$ cat config.mk
export PLATFORM = sky130hd
export DESIGN_NAME = mux_4_to_1
export DESIGN_NICKNAME = d
export VERILOG_FILES = /design/src/rtl/mux_4_to_1.sv
export SDC_FILE = /design/constraint.sdc
export NUM_CORES = 1
export LEC_CHECK = 0
export CAP_MARGIN = 20
export CORE_AREA = 2 2 39 41
export CTS_BUF_LIST = sky130_fd_sc_hd__clkbuf_2 sky130_fd_sc_hd__clkbuf_4 sky130_fd_sc_hd__clkbuf_8
export CTS_CLUSTER_SIZE = 12
export DETAILED_ROUTE_END_ITERATION = 16
export DIE_AREA = 0 0 41 43
export PLACE_DENSITY = 0.44
export SYNTH_ARGS = -nofsm -noshare
export SYNTH_HDL_FRONTEND = slang
export SYNTH_SLANG_ARGS = --single-unit
$ cat constraint.sdc
create_clock -name clk -period 0.8 [get_ports clk]
set_input_delay 0.24 -clock clk [delete_from_list [all_inputs] [get_ports clk]]
set_output_delay 0.24 -clock clk [all_outputs]
set_load 0.01 [all_outputs]
$ cat src/rtl/mux_4_to_1.sv
// 4:1 selector: combinational out, plus out_q/sel_q/sel_chg registered 1 cycle behind when en=1.
// No flow control: en=0 holds out_q/sel_q and drops sel_chg.
module mux_4_to_1 #(
    parameter int               WIDTH     = 1,
    parameter logic [WIDTH-1:0] RESET_VAL = '0
) (
    input  logic             clk,
    input  logic             rst,
    input  logic             en,
    input  logic [WIDTH-1:0] in0,
    input  logic [WIDTH-1:0] in1,
    input  logic [WIDTH-1:0] in2,
    input  logic [WIDTH-1:0] in3,
    input  logic             s1,
    input  logic             s0,
    output logic [WIDTH-1:0] out,
    output logic [WIDTH-1:0] out_q,
    output logic [1:0]       sel_q,
    output logic             sel_chg
);

    logic [1:0]       w_sel;
    logic [WIDTH-1:0] w_out;
    logic [WIDTH-1:0] r_out_q;
    logic [1:0]       r_sel_q;
    logic             r_sel_chg;

    assign w_sel = {s1, s0};

    // An unknown select yields X in simulation and don't-care in synthesis.
    always_comb begin
        w_out = 'x;
        case (w_sel)
            2'b00:   w_out = in0;
            2'b01:   w_out = in1;
            2'b10:   w_out = in2;
            2'b11:   w_out = in3;
            default: w_out = 'x;
        endcase
    end

    always_ff @(posedge clk or posedge rst) begin
        if (rst) begin
            r_out_q   <= RESET_VAL;
            r_sel_q   <= 2'b00;
            r_sel_chg <= 1'b0;
        end else if (en) begin
            r_out_q   <= w_out;
            r_sel_q   <= w_sel;
            r_sel_chg <= (w_sel != r_sel_q);
        end else begin
            r_sel_chg <= 1'b0;
        end
    end

    assign out     = w_out;
    assign out_q   = r_out_q;
    assign sel_q   = r_sel_q;
    assign sel_chg = r_sel_chg;

endmodule

==> results of run 1 <==
synth_stat cells:
cell type,number,area (um2)
mux2_2,1,11.26
o21ai_0,1,5.000
dfrtp_1,4,100.1
o221ai_2,1,15.01
nand2b_1,1,6.260
mux2i_1,3,30.03
or2b_1,1,7.510
xnor2_1,2,17.52
a21boi_1,1,7.510
nand2_1,1,3.750
inv_1,2,7.510
critical path, delay by kind of cell:
| family | cells | cell delay (ns) |
|---|---|---|
| muxes | 2 | 0.32 |
| buffers and inverters | 2 | 0.27 |
layer usage:
| layer | track usage [%] | vias to the layer above | wire length [um] |
|---|---|---|---|
| li1 | - | 113 | - |
| met1 | 9.446 | 109 | 268 |
| met2 | 12.81 | 14 | 338 |
| met3 | 3.665 | 0 | 77 |
| met4 | 4.000 | 0 | 0 |
| met5 | 0 | - | 0 |
kinds of logic after synthesis:
logic type	count (synthesis)	synth area share, %
mux	4	19.53
flops	4	47.34
compound gates	3	13.01
simple gates	3	8.286
xor+xnor	2	8.286
buf+inv	2	3.552
area by class of cell:
type / count / area (um2) / area share [%]
Multi-Input combinational cell: 12 / 147.6 / 30.97
Tap cell: 16 / 20.02 / 4.199
Sequential cell: 4 / 100.1 / 21.00
Timing Repair Buffer: 22 / 178.9 / 37.53
Clock buffer: 3 / 22.52 / 4.724
Inverter: 2 / 7.507 / 1.575
stage by stage:
stage	TNS (ns)	area (um2)	hold WS [ns]	utilization (%)
finish	-1.152	476.7	0.1872	34.45
global route	-1.387	476.7	0.2104	34.45
CTS	-1.147	447.9	0.1828	32.37
detailed placement	-4.491	426.7	0.4353	30.83
global placement	-4.420	426.7	0.4327	30.83
floorplan	-0.04644	231.5	0.006082	-
worst paths after layout:
check                      endpoint  slack [ns]  depth (start not counted)
max                             out       -0.26                          4
min                         sel_chg        0.19                          2
max reg2reg                sel_q[1]       -0.08                          2
min reg2reg                   out_q        0.49                          2
max in group asynchronous     out_q        0.46                          2
min in group clk           sel_q[1]        0.39                          3
what timing repair did:
action                                  CTS  global route
resized for setup                        45             4
cloned                                    0             0
endpoints found under the setup margin    9             8
pin swaps                                 0             4
buffers inserted                          2             1
registers in the layout (all words and copies together) (netlist names):
signal / count
sel_chg: 1
sel_q: 2
out_q: 1
power groups by stage:
| stage | logic [mW] | clock network [mW] | registers (mW) |
|---|---|---|---|
| 2_1_floorplan | 0.0688 | 0 | 0.251 |
| 3_3_place_gp | 0.230 | 0 | 0.237 |
| 3_5_place_dp | 0.232 | 0 | 0.236 |
| 4_1_cts | 0.223 | 0.261 | 0.235 |
| 5_1_grt | 0.260 | 0.271 | 0.238 |
| 6_report | 0.244 | 0.245 | 0.235 |
==> flow_metrics.py, run 1 <==
metrics = {
    "sta": {
        "final.setup.worst_slack_ns": -0.2636,
        "skew_ns": 0.002427,
        "setup_viol": 8,
        "min_period_ns": 1.064,
        "fmax_mhz": 940.2,
        "relSlewSlack_pct": 86.82,
        "hold_viol": 0,
        "fin_crit_sh_pct": 132.9,
        "slew_violations": 0,
        "worst_slew_pin_slew_ns": 0.1977,
        "rsz0062_at_grt": "yes",
    },
    "logic_synthesis": {
        "syn_avg_cell_area_um2": 11.75,
        "synth_cells": 18,
        "synth.net_count": 27,
        "yosysWarningCount": 0,
        "yosysUniqueCellTypes": 11,
        "synthesis.area_um2": 211.5,
        "yosysSeqAreaShare_pct": 47.34,
        "yosys_register_bits": 4,
    },
    "critical_path": {
        "path_cells": "buf_12 > mux2i_4 > mux2i_2 > buf_2",
        "required_ns": 0.56,
        "reg2reg_from": "sel_q[1]",
        "critPathKind": "in2out",
        "cpPeakStageDelay_ns": 0.18,
        "path_max_fanout": 3,
        "end_kind": "output pin",
        "cp-startpoint": "s1",
        "slowest_stage": "mux2i_4",
        "start_kind": "input port",
        "critical_path_arrival_ns": 0.82,
    },
    "floorplanning": {
        "core_um2": 1384,
        "fp.dieH_um": 43,
        "io_pins": 14,
        "die_w_um": 41,
        "std_cell_rows": 14,
        "dieArea_um2": 1763,
        "start_util_pct": 15.28,
    },
    "pwr": {
        "p_seq_share_pct": 32.5,
        "p_total_uw": 723.7,
        "p_int_uw": 541.7,
        "p_sw_share_pct": 25.15,
        "vdd_drop_max_mv": 0.7079,
        "pwr-share-comb_pct": 33.7,
        "leakage_nw": 0.2268,
        "powerDensity_nw_per_um2": 1518,
        "p_switching_uw": 182.0,
        "power.share.clock_pct": 33.9,
    },
    "global_routing": {
        "grt_usage_pct": 8.367,
        "grt_antenna_before_repair": 0,
        "grt-ovfl-total": 0,
        "grt_pass1_wl_um": 979,
        "grt_max_degree": 7,
        "grt_pass1_vias": 250,
    },
    "outcome": {
        "failed_checks": "setup timing",
        "status": "finished with violations",
    },
    "clock_network": {
        "numCtsBuffers": 3,
        "cts.sinks": 4,
        "htree_levels": 1,
        "cts_buffer_depth": 2,
        "cts.clk_slew.worst_paths_ns": 0.04,
        "root_buffer": "clkbuf_4",
        "cts_tree": "built",
        "cts_hold_buffers": 0,
        "clock_latency_ns": 0.23,
    },
    "finish": {
        "synthToLayoutAreaGrowth_pct": 125.4,
        "nNetsFinal": 54,
        "final_cell_mix": "buf_4, buf_2, dfrtp_1",
        "layout_commonest_cell": "buf_4",
        "layoutNonFillerInstCount": 59,
        "antennaDiodeCount": 0,
        "fillers": 146,
        "drive_gt1_share_pct": 69.77,
    },
    "flow_run": {
        "max-cap-violations": 0,
    },
    "routing": {
        "vias": 236,
        "dr.first_iter.drc_count": 1,
        "drc_errors": 0,
        "ant_nets": 0,
        "viasPerCell": 4.000,
        "drtPass1Iterations": 2,
        "post_drt_wl_per_cell_um": 11.59,
        "wirelength_um": 684,
    },
    "min_path": {
        "hp-class": "in2async",
    },
    "place": {
        "place.gp.congestion": 0.5962,
        "numPlacedInstances": 53,
        "port_buffers": 13,
        "pre_cts_slack_ns": -1.180,
        "dp_hpwl_um": 498.7,
    },
}
(Power assumes the default switching activity.)
==> run 2: changes to the inputs <==
--- a/config.mk
+++ b/config.mk
@@ -6,12 +6,14 @@
 export NUM_CORES = 1
 export LEC_CHECK = 0
 export CAP_MARGIN = 20
-export CORE_AREA = 2 2 39 41
+export CORE_AREA = 5 5 42 44
 export CTS_BUF_LIST = sky130_fd_sc_hd__clkbuf_2 sky130_fd_sc_hd__clkbuf_4 sky130_fd_sc_hd__clkbuf_8
 export CTS_CLUSTER_SIZE = 12
 export DETAILED_ROUTE_END_ITERATION = 16
-export DIE_AREA = 0 0 41 43
-export PLACE_DENSITY = 0.44
+export DIE_AREA = 0 0 47 49
+export DONT_BUFFER_PORTS = 1
+export PLACE_DENSITY = 0.3
+export SLEW_MARGIN = 0
 export SYNTH_ARGS = -nofsm -noshare
 export SYNTH_HDL_FRONTEND = slang
 export SYNTH_SLANG_ARGS = --single-unit
==> run 2 against run 1 <==
Effect of this change:
- critical path type is now reg2out
- critical endpoint is now sel_q[1]
- highest routed layer unchanged
- critical path depth is 3 lower
- final cell count is 25% lower
- clock power is 2% lower
- sequential share of layout area is 8.1 points higher
- wire length is 21% lower
- first-iteration DRC count is 100% higher
- design area is 28% lower
- sequential cell count stayed put
- total power is 13% lower
- non-clock buffer count is 15 lower
- core utilization is 9.9 points lower
- the flow still finishes with violations (setup timing)
==> flow_metrics.py, run 2 (synthesis results as in run 1) <==
metrics = {
    "outcome": {
        "status": "finished with violations",
        "failed_checks": "setup timing",
    },
    "clock_network": {
        "cts.clk_slew.worst_paths_ns": 0.04,
        "cts.sinks": 4,
        "cts_tree": "built",
        "numCtsBuffers": 3,
        "cts_buffer_depth": 2,
        "clock_latency_ns": 0.23,
        "htree_levels": 1,
        "root_buffer": "clkbuf_4",
    },
    "global_routing": {
        "grt_pass1_wl_um": 696,
        "grt_usage_pct": 4.880,
        "grt_max_degree": 7,
        "grt_pass1_vias": 167,
        "grt_antenna_before_repair": 0,
        "grt-ovfl-total": 0,
    },
    "min_path": {
        "hold_end": "sel_q[0]",
        "min_from": "en",
        "hp-class": "in2reg",
        "min_path_cells": 1,
    },
    "routing": {
        "vias": 168,
        "viasPerCell": 3.818,
        "drc_errors": 0,
        "ant_nets": 0,
        "dr.first_iter.drc_count": 2,
        "wirelength_um": 542,
        "post_drt_wl_per_cell_um": 12.32,
        "drtPass1Iterations": 2,
    },
    "floorplanning": {
        "fp.dieH_um": 49,
        "std_cell_rows": 14,
        "die_w_um": 47,
        "start_util_pct": 15.09,
        "core_um2": 1401,
        "io_pins": 14,
        "dieArea_um2": 2303,
    },
    "sta": {
        "tns_ns": -0.7413,
        "min_period_ns": 0.9797,
        "fin_crit_sh_pct": 122.5,
        "hold_viol": 0,
        "relSlewSlack_pct": 84.47,
        "final.setup.worst_slack_ns": -0.1797,
        "worst_slew_pin_slew_ns": 0.2284,
        "rsz0062_at_grt": "yes",
        "setup_viol": 7,
        "slew_violations": 0,
        "skew_ns": 0.001616,
        "fmax_mhz": 1021,
    },
    "critical_path": {
        "critPathBufInv": 1,
        "reg2reg_from": "sel_q[1]",
        "critPathTopFamily": "flip-flops",
        "end_kind": "output pin",
        "path_cells": "buf_6",
        "rr_worst_depth": 2,
        "required_ns": 0.56,
        "path_max_fanout": 2,
        "critPathKind": "reg2out",
        "start_kind": "flip-flop",
        "r2r_slack_ns": -0.10,
        "slowest_stage": "dfrtp_1",
        "critical_path_arrival_ns": 0.74,
        "r2r_end": "sel_q[1]",
        "cpPeakStageDelay_ns": 0.38,
    },
    "finish": {
        "antennaDiodeCount": 0,
        "utilization_pct": 24.55,
        "nNetsFinal": 39,
        "largest_register_ffs": 2,
        "final_cell_mix": "dfrtp_1, buf_4, clkbuf_4",
        "synthToLayoutAreaGrowth_pct": 62.72,
        "drive_gt1_share_pct": 53.57,
        "layoutNonFillerInstCount": 44,
    },
    "place": {
        "numPlacedInstances": 38,
        "dp_hpwl_um": 441.4,
        "place.gp.congestion": 0.6218,
        "port_buffers": 0,
        "pre_cts_slack_ns": -0.07178,
    },
    "pwr": {
        "powerDensity_nw_per_um2": 1824,
        "p_total_uw": 627.4,
        "vdd_drop_max_mv": 0.6099,
        "leakage_nw": 0.1499,
    },
    "flow_run": {
        "max-cap-violations": 0,
    },
}
## run 2: worst max path at each step
stage                     startpoint       end  slack, ns  depth (start not counted)
after global routing        sel_q[1]  sel_q[1]      -0.21                          1
after floorplan                   s1       out      -0.05                          2
after detailed placement          s1       out      -0.07                          2
after CTS                   sel_q[1]  sel_q[1]      -0.19                          1
after global placement            s1       out      -0.07                          2
final                       sel_q[1]  sel_q[1]      -0.18                          1
## run 2: area by class of cell
type	count	area, um2
tap	16	20.02
clock buffer	3	22.52
fill	163	1057
timing repair buffer	7	62.56
sequential	4	100.1
multi-input combinational	12	131.4
inverter	2	7.507
## run 2: power breakdown
group | leakage (nW) | total [mW] | internal (mW) | switching, mW
combinational | 0.0877 | 0.141 | 0.0912 | 0.0501
sequential | 0.0484 | 0.245 | 0.225 | 0.0199
clock | 0.0138 | 0.241 | 0.167 | 0.0737
## run 2: metal layers
layer / GRT usage, % / vias to the layer above / wire (um)
li1: - / 84 / -
met1: 4.900 / 73 / 205
met2: 5.656 / 11 / 238
met3: 4.797 / 0 / 98
met4: 4.147 / 0 / 0
met5: 0 / - / 0
## run 2: repair_timing
action                                  4_1_cts  5_1_grt
hold endpoints to repair                      4        0
endpoints found under the setup margin        5        7
resized for setup                             3        0
hold buffers                                  1        0
buffers inserted                              2        0
## run 2: per-stage QoR
step | hold WS, ns | instance area (um2)
global route | 0.1123 | 344.1
floorplan | 0.006082 | 231.5
detailed placement | 0.02051 | 281.5
global placement | 0.02133 | 281.5
CTS | 0.1162 | 344.1
finish | 0.1210 | 344.1
